--- src/rtl/uart_rx_cmd_ctrl.sv ---
`default_nettype none
// ============================================================================
//  Module      : uart_rx_cmd_ctrl
//  Description : Parses SYNC/ADDR/DATA/CSUM byte frames from a UART receiver
//                and issues single-cycle register writes. Detects checksum
//                errors and inter-byte timeouts, and keeps frame and error
//                statistics.
//  Revision    : 1.0 - initial release
// ============================================================================
module uart_rx_cmd_ctrl #(
    parameter int                    DATA_WIDTH     = 8,
    parameter logic [DATA_WIDTH-1:0] SYNC_BYTE      = DATA_WIDTH'(8'hA5),
    parameter int                    TIMEOUT_CYCLES = 130208,
    parameter int                    TIMEOUT_WIDTH  = $clog2(TIMEOUT_CYCLES) + 1
) (
    input  logic                  clk,
    input  logic                  rstn,
    input  logic [DATA_WIDTH-1:0] rx_data_i,
    input  logic                  rx_done_i,
    input  logic                  rx_busy_i,
    output logic                  wr_en_o,
    output logic [DATA_WIDTH-1:0] wr_addr_o,
    output logic [DATA_WIDTH-1:0] wr_data_o,
    output logic                  frame_err_o,
    output logic                  timeout_o,
    output logic                  ctrl_busy_o,
    output logic [15:0]           frame_cnt_o,
    output logic [7:0]            err_cnt_o
);

    typedef enum logic [2:0] {
        S_IDLE  = 3'd0,
        S_ADDR  = 3'd1,
        S_DATA  = 3'd2,
        S_CSUM  = 3'd3,
        S_WRITE = 3'd4
    } state_t;

    // Timer value at which the next idle cycle expires the frame
    localparam logic [TIMEOUT_WIDTH-1:0] c_term_cnt = TIMEOUT_WIDTH'(TIMEOUT_CYCLES - 1);
    localparam logic [TIMEOUT_WIDTH-1:0] c_tmr_one  = TIMEOUT_WIDTH'(1);

    state_t                  state_q;
    logic [TIMEOUT_WIDTH-1:0] timer_q;
    logic [DATA_WIDTH-1:0]   addr_q;
    logic [DATA_WIDTH-1:0]   data_q;
    logic                    wr_en_q;
    logic [DATA_WIDTH-1:0]   wr_addr_q;
    logic [DATA_WIDTH-1:0]   wr_data_q;
    logic                    frame_err_q;
    logic                    timeout_q;
    logic [15:0]             frame_cnt_q;
    logic [7:0]              err_cnt_q;

    // Saturating increment shared by checksum and timeout errors
    logic [7:0] err_cnt_d;
    assign err_cnt_d = (err_cnt_q == 8'hFF) ? 8'hFF : err_cnt_q + 8'd1;

    // Frame parser FSM, inter-byte timer, write strobe and statistics
    always_ff @(posedge clk or negedge rstn) begin
        if (!rstn) begin
            state_q     <= S_IDLE;
            timer_q     <= '0;
            addr_q      <= '0;
            data_q      <= '0;
            wr_en_q     <= 1'b0;
            wr_addr_q   <= '0;
            wr_data_q   <= '0;
            frame_err_q <= 1'b0;
            timeout_q   <= 1'b0;
            frame_cnt_q <= '0;
            err_cnt_q   <= '0;
        end else begin
            wr_en_q     <= 1'b0;
            frame_err_q <= 1'b0;
            timeout_q   <= 1'b0;
            case (state_q)
                S_IDLE: begin
                    timer_q <= '0;
                    if (rx_done_i && (rx_data_i == SYNC_BYTE)) begin
                        state_q <= S_ADDR;
                    end
                end
                S_ADDR, S_DATA, S_CSUM: begin
                    if (rx_done_i) begin
                        // A byte always beats a coincident terminal count
                        timer_q <= '0;
                        case (state_q)
                            S_ADDR: begin
                                addr_q  <= rx_data_i;
                                state_q <= S_DATA;
                            end
                            S_DATA: begin
                                data_q  <= rx_data_i;
                                state_q <= S_CSUM;
                            end
                            default: begin
                                if (rx_data_i == (addr_q ^ data_q)) begin
                                    wr_en_q     <= 1'b1;
                                    wr_addr_q   <= addr_q;
                                    wr_data_q   <= data_q;
                                    frame_cnt_q <= frame_cnt_q + 16'd1;
                                    state_q     <= S_WRITE;
                                end else begin
                                    frame_err_q <= 1'b1;
                                    err_cnt_q   <= err_cnt_d;
                                    state_q     <= S_IDLE;
                                end
                            end
                        endcase
                    end else if (rx_busy_i) begin
                        // Receiver mid-character: timer frozen, no expiry
                        timer_q <= timer_q;
                    end else if (timer_q == c_term_cnt) begin
                        timeout_q <= 1'b1;
                        err_cnt_q <= err_cnt_d;
                        timer_q   <= '0;
                        state_q   <= S_IDLE;
                    end else begin
                        timer_q <= timer_q + c_tmr_one;
                    end
                end
                S_WRITE: begin
                    // Any byte arriving here is dropped
                    timer_q <= '0;
                    state_q <= S_IDLE;
                end
                default: begin
                    timer_q <= '0;
                    state_q <= S_IDLE;
                end
            endcase
        end
    end

    assign wr_en_o     = wr_en_q;
    assign wr_addr_o   = wr_addr_q;
    assign wr_data_o   = wr_data_q;
    assign frame_err_o = frame_err_q;
    assign timeout_o   = timeout_q;
    assign ctrl_busy_o = (state_q != S_IDLE);
    assign frame_cnt_o = frame_cnt_q;
    assign err_cnt_o   = err_cnt_q;

endmodule
`default_nettype wire
--- config.mk ---
export PLATFORM = sky130hd
export DESIGN_NAME = uart_rx_cmd_ctrl
export DESIGN_NICKNAME = d
export VERILOG_FILES = /design/src/rtl/uart_rx_cmd_ctrl.sv
export SDC_FILE = /design/constraint.sdc
export NUM_CORES = 1
export LEC_CHECK = 0
export CAP_MARGIN = 20
export CORE_AREA = 8 8 105 107
export CTS_BUF_LIST = sky130_fd_sc_hd__clkbuf_16
export CTS_CLUSTER_SIZE = 24
export DETAILED_ROUTE_END_ITERATION = 16
export DIE_AREA = 0 0 113 115
export DONT_BUFFER_PORTS = 1
export SKIP_CTS_REPAIR_TIMING = 1
export SLEW_MARGIN = 20
export SYNTH_ARGS = -nofsm -noshare
export SYNTH_HDL_FRONTEND = slang
export SYNTH_SLANG_ARGS = --single-unit
--- constraint.sdc ---
create_clock -name clk -period 4 [get_ports clk]
set_input_delay 1 -clock clk [delete_from_list [all_inputs] [get_ports clk]]
set_output_delay 1 -clock clk [all_outputs]
set_load 0.005 [all_outputs]
# Word-level counts from Yosys, hierarchy flattened
# Cells that the tools add are included.
dict set report word_totals {
  ff_bits 80
  latchBits 0
  ramBits 0
  romBits 0
  inputBits 12
  memories 0
}
dict set report op_classes {
  n_addsub 3
  mul 0
  n_div 0
  magnitude_cmp 0
  n_eq_ne 13
  shifts 0
  mux 29
  n_bitwise 2
  n_reduce_logical 11
}
# operator count
set op_table {}
lappend op_table {{$mux 18} 4}
lappend op_table {{$mux 8} 6}
lappend op_table {{$add 18x1->18 const B} 1}
lappend op_table {{$eq 18x17->1 const B} 1}
lappend op_table {{$add 16x1->16 const B} 1}
lappend op_table {{$eq 8x8->1 const B} 2}
lappend op_table {{$mux 3} 5}
lappend op_table {{$mux 1} 12}
lappend op_table {{$pmux 3 s2} 2}
lappend op_table {{$reduce_and 3->1} 3}
lappend op_table {{$add 8x1->8 const B} 1}
lappend op_table {{$eq 8x8->1} 1}
lappend op_table {{$ne 2x2->1 const B} 4}
lappend op_table {{$xor 8x8->8} 1}
lappend op_table {{$eq 3x2->1 const B} 2}
lappend op_table {{$ne 3x3->1 const B} 2}
lappend op_table {{$reduce_and 5->1} 1}
lappend op_table {{$reduce_and 4->1} 1}
lappend op_table {{$eq 3x1->1 const B} 1}
lappend op_table {{$logic_not 3->1} 1}
lappend op_table {{$reduce_bool 3->1} 1}
lappend op_table {{$reduce_or 3->1} 1}
lappend op_table {{$reduce_bool 2->1} 1}
lappend op_table {{$reduce_or 2->1} 1}
lappend op_table {{2 further kinds} 2}

# Logic depth before layout (Yosys ltp)
dict set report logic_depth {
  ltp_word 6
  mapped_depth 7
}

# Worst setup path before layout
# OpenSTA, ideal clock, no wires.
dict set report synth_timing {
  path_kind {input port to flip-flop}
  startpoint {input rx_data_i[1]}
  endpoint {register wr_addr_q[0], in the netlist wr_addr_o[0]}
  setup_time_ns 0.125
  arrival_time_ns 2.260
  required_ns 3.875
  path_slack_ns 1.615
  stages 5
  cell_sequence {xnor3_1 -> nand4_1 -> nor3_2 -> buf_2 -> mux2_2}
}
dict set report synth_between {
  elab_chain_cells 2
}
# element line
set synth_rtl {}
lappend synth_rtl {{from (decl)} 18} ;# input logic [DATA_WIDTH-1:0] rx_data_i,
lappend synth_rtl {{$eq 8x8->1} 98} ;# if (rx_data_i == (addr_q ^ data_q)) begin
lappend synth_rtl {{$reduce_and 4->1 (no source line)} n/a}
lappend synth_rtl {{to (signal assigned)} 100} ;# wr_addr_q <= addr_q;
lappend synth_rtl {{to (decl)} 48} ;# logic [DATA_WIDTH-1:0] wr_addr_q;
# No other way between the ends.
# A chain may end at the register's enable or synchronous reset.

# Final worst setup path
dict set report layout_timing {
  startpoint {input rx_data_i[5]}
  endpoint {register wr_addr_q[2], in the netlist wr_addr_o[2]}
}
# The elaborated chain is that of the path after synthesis.

==> summary.txt <==
Status
  – Status: finished clean

Clock tree
  – CTS tree: built
  – Htree depth: 3
  – Clock Pin Slew Worst Setup and Hold Paths: 60 ps
  – Sink Count: 80
  – Latest clock arrival within the worst-skew pair: ~330 ps
  – CTS root buffer: clkbuf_16
  – Clock Tree Buf Depth: 2
  – CTS Buf Count: 9

Yosys
  – #FFs+latches synth: 80
  – Synth Instances: 306
  – Number of flops mapped to enable cells by yosys: 0
  – Synth cell count leaders: dfrtp_1, mux2_2, nand2_1, nor2_1, nand3_1
  – Top-count cell post-synth: dfrtp_1
  – Syn Nets: about 320
  – Synthesized cell area: 3780 sq um
  – Top-area cell type share of the netlist area: 53.0%
  – Synth unique cells: 46
  – Most used DFF post-synth: dfrtp_1
  – Largest area contributor in the netlist: dfrtp_1
  – Syn avg cell area: 12.3 sq um
  – Synth async-reset ratio: 100%
  – Sequential-to-total area share from yosys stat: 53.0%
  – Synth top area cells: dfrtp_1, mux2_2, xnor3_1, xnor2_1, mux2_1
  – Yosys warnings: 0

STA
  – Slew Viols, Final: 0
  – Final-report setup violation count: 0
  – Max frequency: 0.450 GHz
  – Worst-Margin Slew: between 900 and 1000 ps
  – Final worst setup slack: 1780 ps
  – Hold Vio Cnt, Final: 0
  – Final period utilization: 55.5%
  – Clock Skew: 9.83 ps
  – Unrepaired setup endpoints after global routing: false
  – TNS Setup: 0 ps
  – Tmin final: 2220 ps
  – Slew headroom: 39.7%

Power
  – Power Total: about 2.5 mW
  – Pwr Density: 588 nW/um^2
  – Leak: 1.95 nW
  – Peak supply drop: 0.198 mV

Worst setup path
  – Crit-path cells: xnor3_1 -> nand4_1 -> nor3_4 -> buf_4 -> mux2_2
  – Startpoint types: input pin
  – Data required, critical path: 4210 ps
  – Crit Path Max Fanout: 33
  – Worst path max stage delay: 390 ps
  – Critical path arrival: 2440 ps
  – R2r startpoint: timer_q[5]
  – R2R depth: 5
  – Critical Path End Type: flip-flop
  – Reg-to-Reg End: err_cnt_o[6]
  – Critical path class: input pin to flip-flop
  – Worst path slowest cell: mux2_2
  – Flop2flop setup slack: 1820 ps

Route
  – Max Used Layer: met4
  – Avg WL per Cell: 17.1 microns
  – DR vias/cell: ~5.4
  – Antenna Nets Post-Route: 0
  – Vias: around 2300
  – Met1 WL: 3260 microns
  – First DRT Iteration DRCs: 98
  – Met3 wire len: 510 microns
  – Met2 WL post-DR: 3480 microns
  – Residual DRC: 0
  – Routed WL: 7350 microns
  – Router iterations before antenna repair: 4

Global routing
  – Vias in the first global route: 2272
  – Total global routing overflow: 0
  – Total GRT Usage: 12.0%
  – First-pass GRT wire length: about 12000 microns
  – Antenna violations before repair: 0
  – Largest net degree at the start of global routing: between 80 and 90

Floorplanning
  – Chip height: 115 microns
  – Die area: around 13000 sq um
  – Starting density of the core: 39.9%
  – Core area: 9460 sq um
  – Chip Width: 113 microns
  – Num rows: 36
  – IO Count: 56

Finish
  – Area Growth Syn to Fin: 12.2%
  – N_diodes: 0
  – Final Cell Area: roughly 4200 sq um
  – Final #Nets: 325
  – Post-layout util: 44.8%
  – Share of layout cells above drive strength 1: 18.4%

Flow run
  – Max Cap Viol: 0

Min path
  – Hold Crit Class: input pin to async pin

Placement
  – Dpl ws: 1420 ps
  – DP HPWL: around 5000 microns
  – Buffers on Ports: 0
  – Cell Area, Placed: 3890 sq um
  – GPL Wtd Cong: 0.725
==> worst max path at each step <==
stage,start,endpoint,slack (ps),cells after the start
floorplan,rx_data_i[1],wr_addr_o[0],1620,5
global placement,rx_data_i[5],wr_data_o[1],1480,5
detailed placement,rx_data_i[5],wr_addr_o[2],1420,5
CTS,state_q[1],ctrl_busy_o,1770,1
global route,timer_q[0],err_cnt_o[5],1690,6
finish,rx_data_i[5],wr_addr_o[2],1780,5
==> report_power, final <==
part | total [mW] | switching (mW) | internal [mW]
combinational | 0.488 | 0.173 | 0.315
clock | 0.943 | 0.332 | 0.611
sequential | 1.06 | 0.125 | 0.938
total | 2.49 | 0.630 | 1.86
==> registers in the layout, summed over array words and instances, names as in the netlist, 3 cells and up <==
name         count
err_cnt_o        8
addr_q           8
wr_addr_o        8
data_q           8
state_q          3
timer_q         18
wr_data_o        8
frame_cnt_o     16
==> final cells by class <==
cell class,instances,area [sq um]
clock buffers,9,225
flip-flops and latches,80,2000
repair buffers,1,7.51
fillers,877,5220
multi-input cells,210,1710
inverters,8,30.0
well taps,114,143
clock inverters,7,119
==> worst max-delay path: cells and delay by family <==
family	cells	cell delay [ps]
multiplexers	1	390
buffers and inverters	1	380
AND/OR/NAND/NOR	2	450
XOR/XNOR	1	210
==> metal layers <==
layer | global-route usage [%] | vias up
met3 | 4.73 | 9
met4 | 4.53 | 0
li1 | - | 1097
met1 | 14.9 | 1160
met2 | 18.5 | 43
met5 | 0 | -
==> cells in the final DEF, fill, tap and decap left out, types with 4 or more instances in the layout <==
cell	n
dfrtp_1	80
mux2_2	30
nor2_1	22
nand2_1	22
nand3_1	19
xnor2_1	17
nand4_1	15
xor2_1	13
mux2_1	11
clkbuf_16	9
xnor3_1	8
inv_1	8
and3_1	6
a21oi_1	4
==> metrics by stage <==
| step | hold slack [ps] | std cells |
|---|---|---|
| after global placement | 491 | 413 |
| after floorplan | 468 | 306 |
| final | 360 | 429 |
| after detailed placement | 501 | 413 |
| after CTS | 347 | 429 |
| after global routing | 338 | 429 |
==> cell families (layout without fill, tap and decap cells) <==
group                    count (synthesis)  count (layout)  share of synthesized area, %
XOR/XNOR                                38              38                          11.7
flip-flops                              80              80                          53.0
multiplexers                            42              42                          12.5
adder cells (fa/ha/maj)                  3               3                         0.994
AO/OA/AOI/OAI                           20              20                          4.11
AND/OR/NAND/NOR                        107             107                          15.9
buffers and inverters                   16              25                          1.82
No activity file was read; power rests on OpenSTA's default activity.
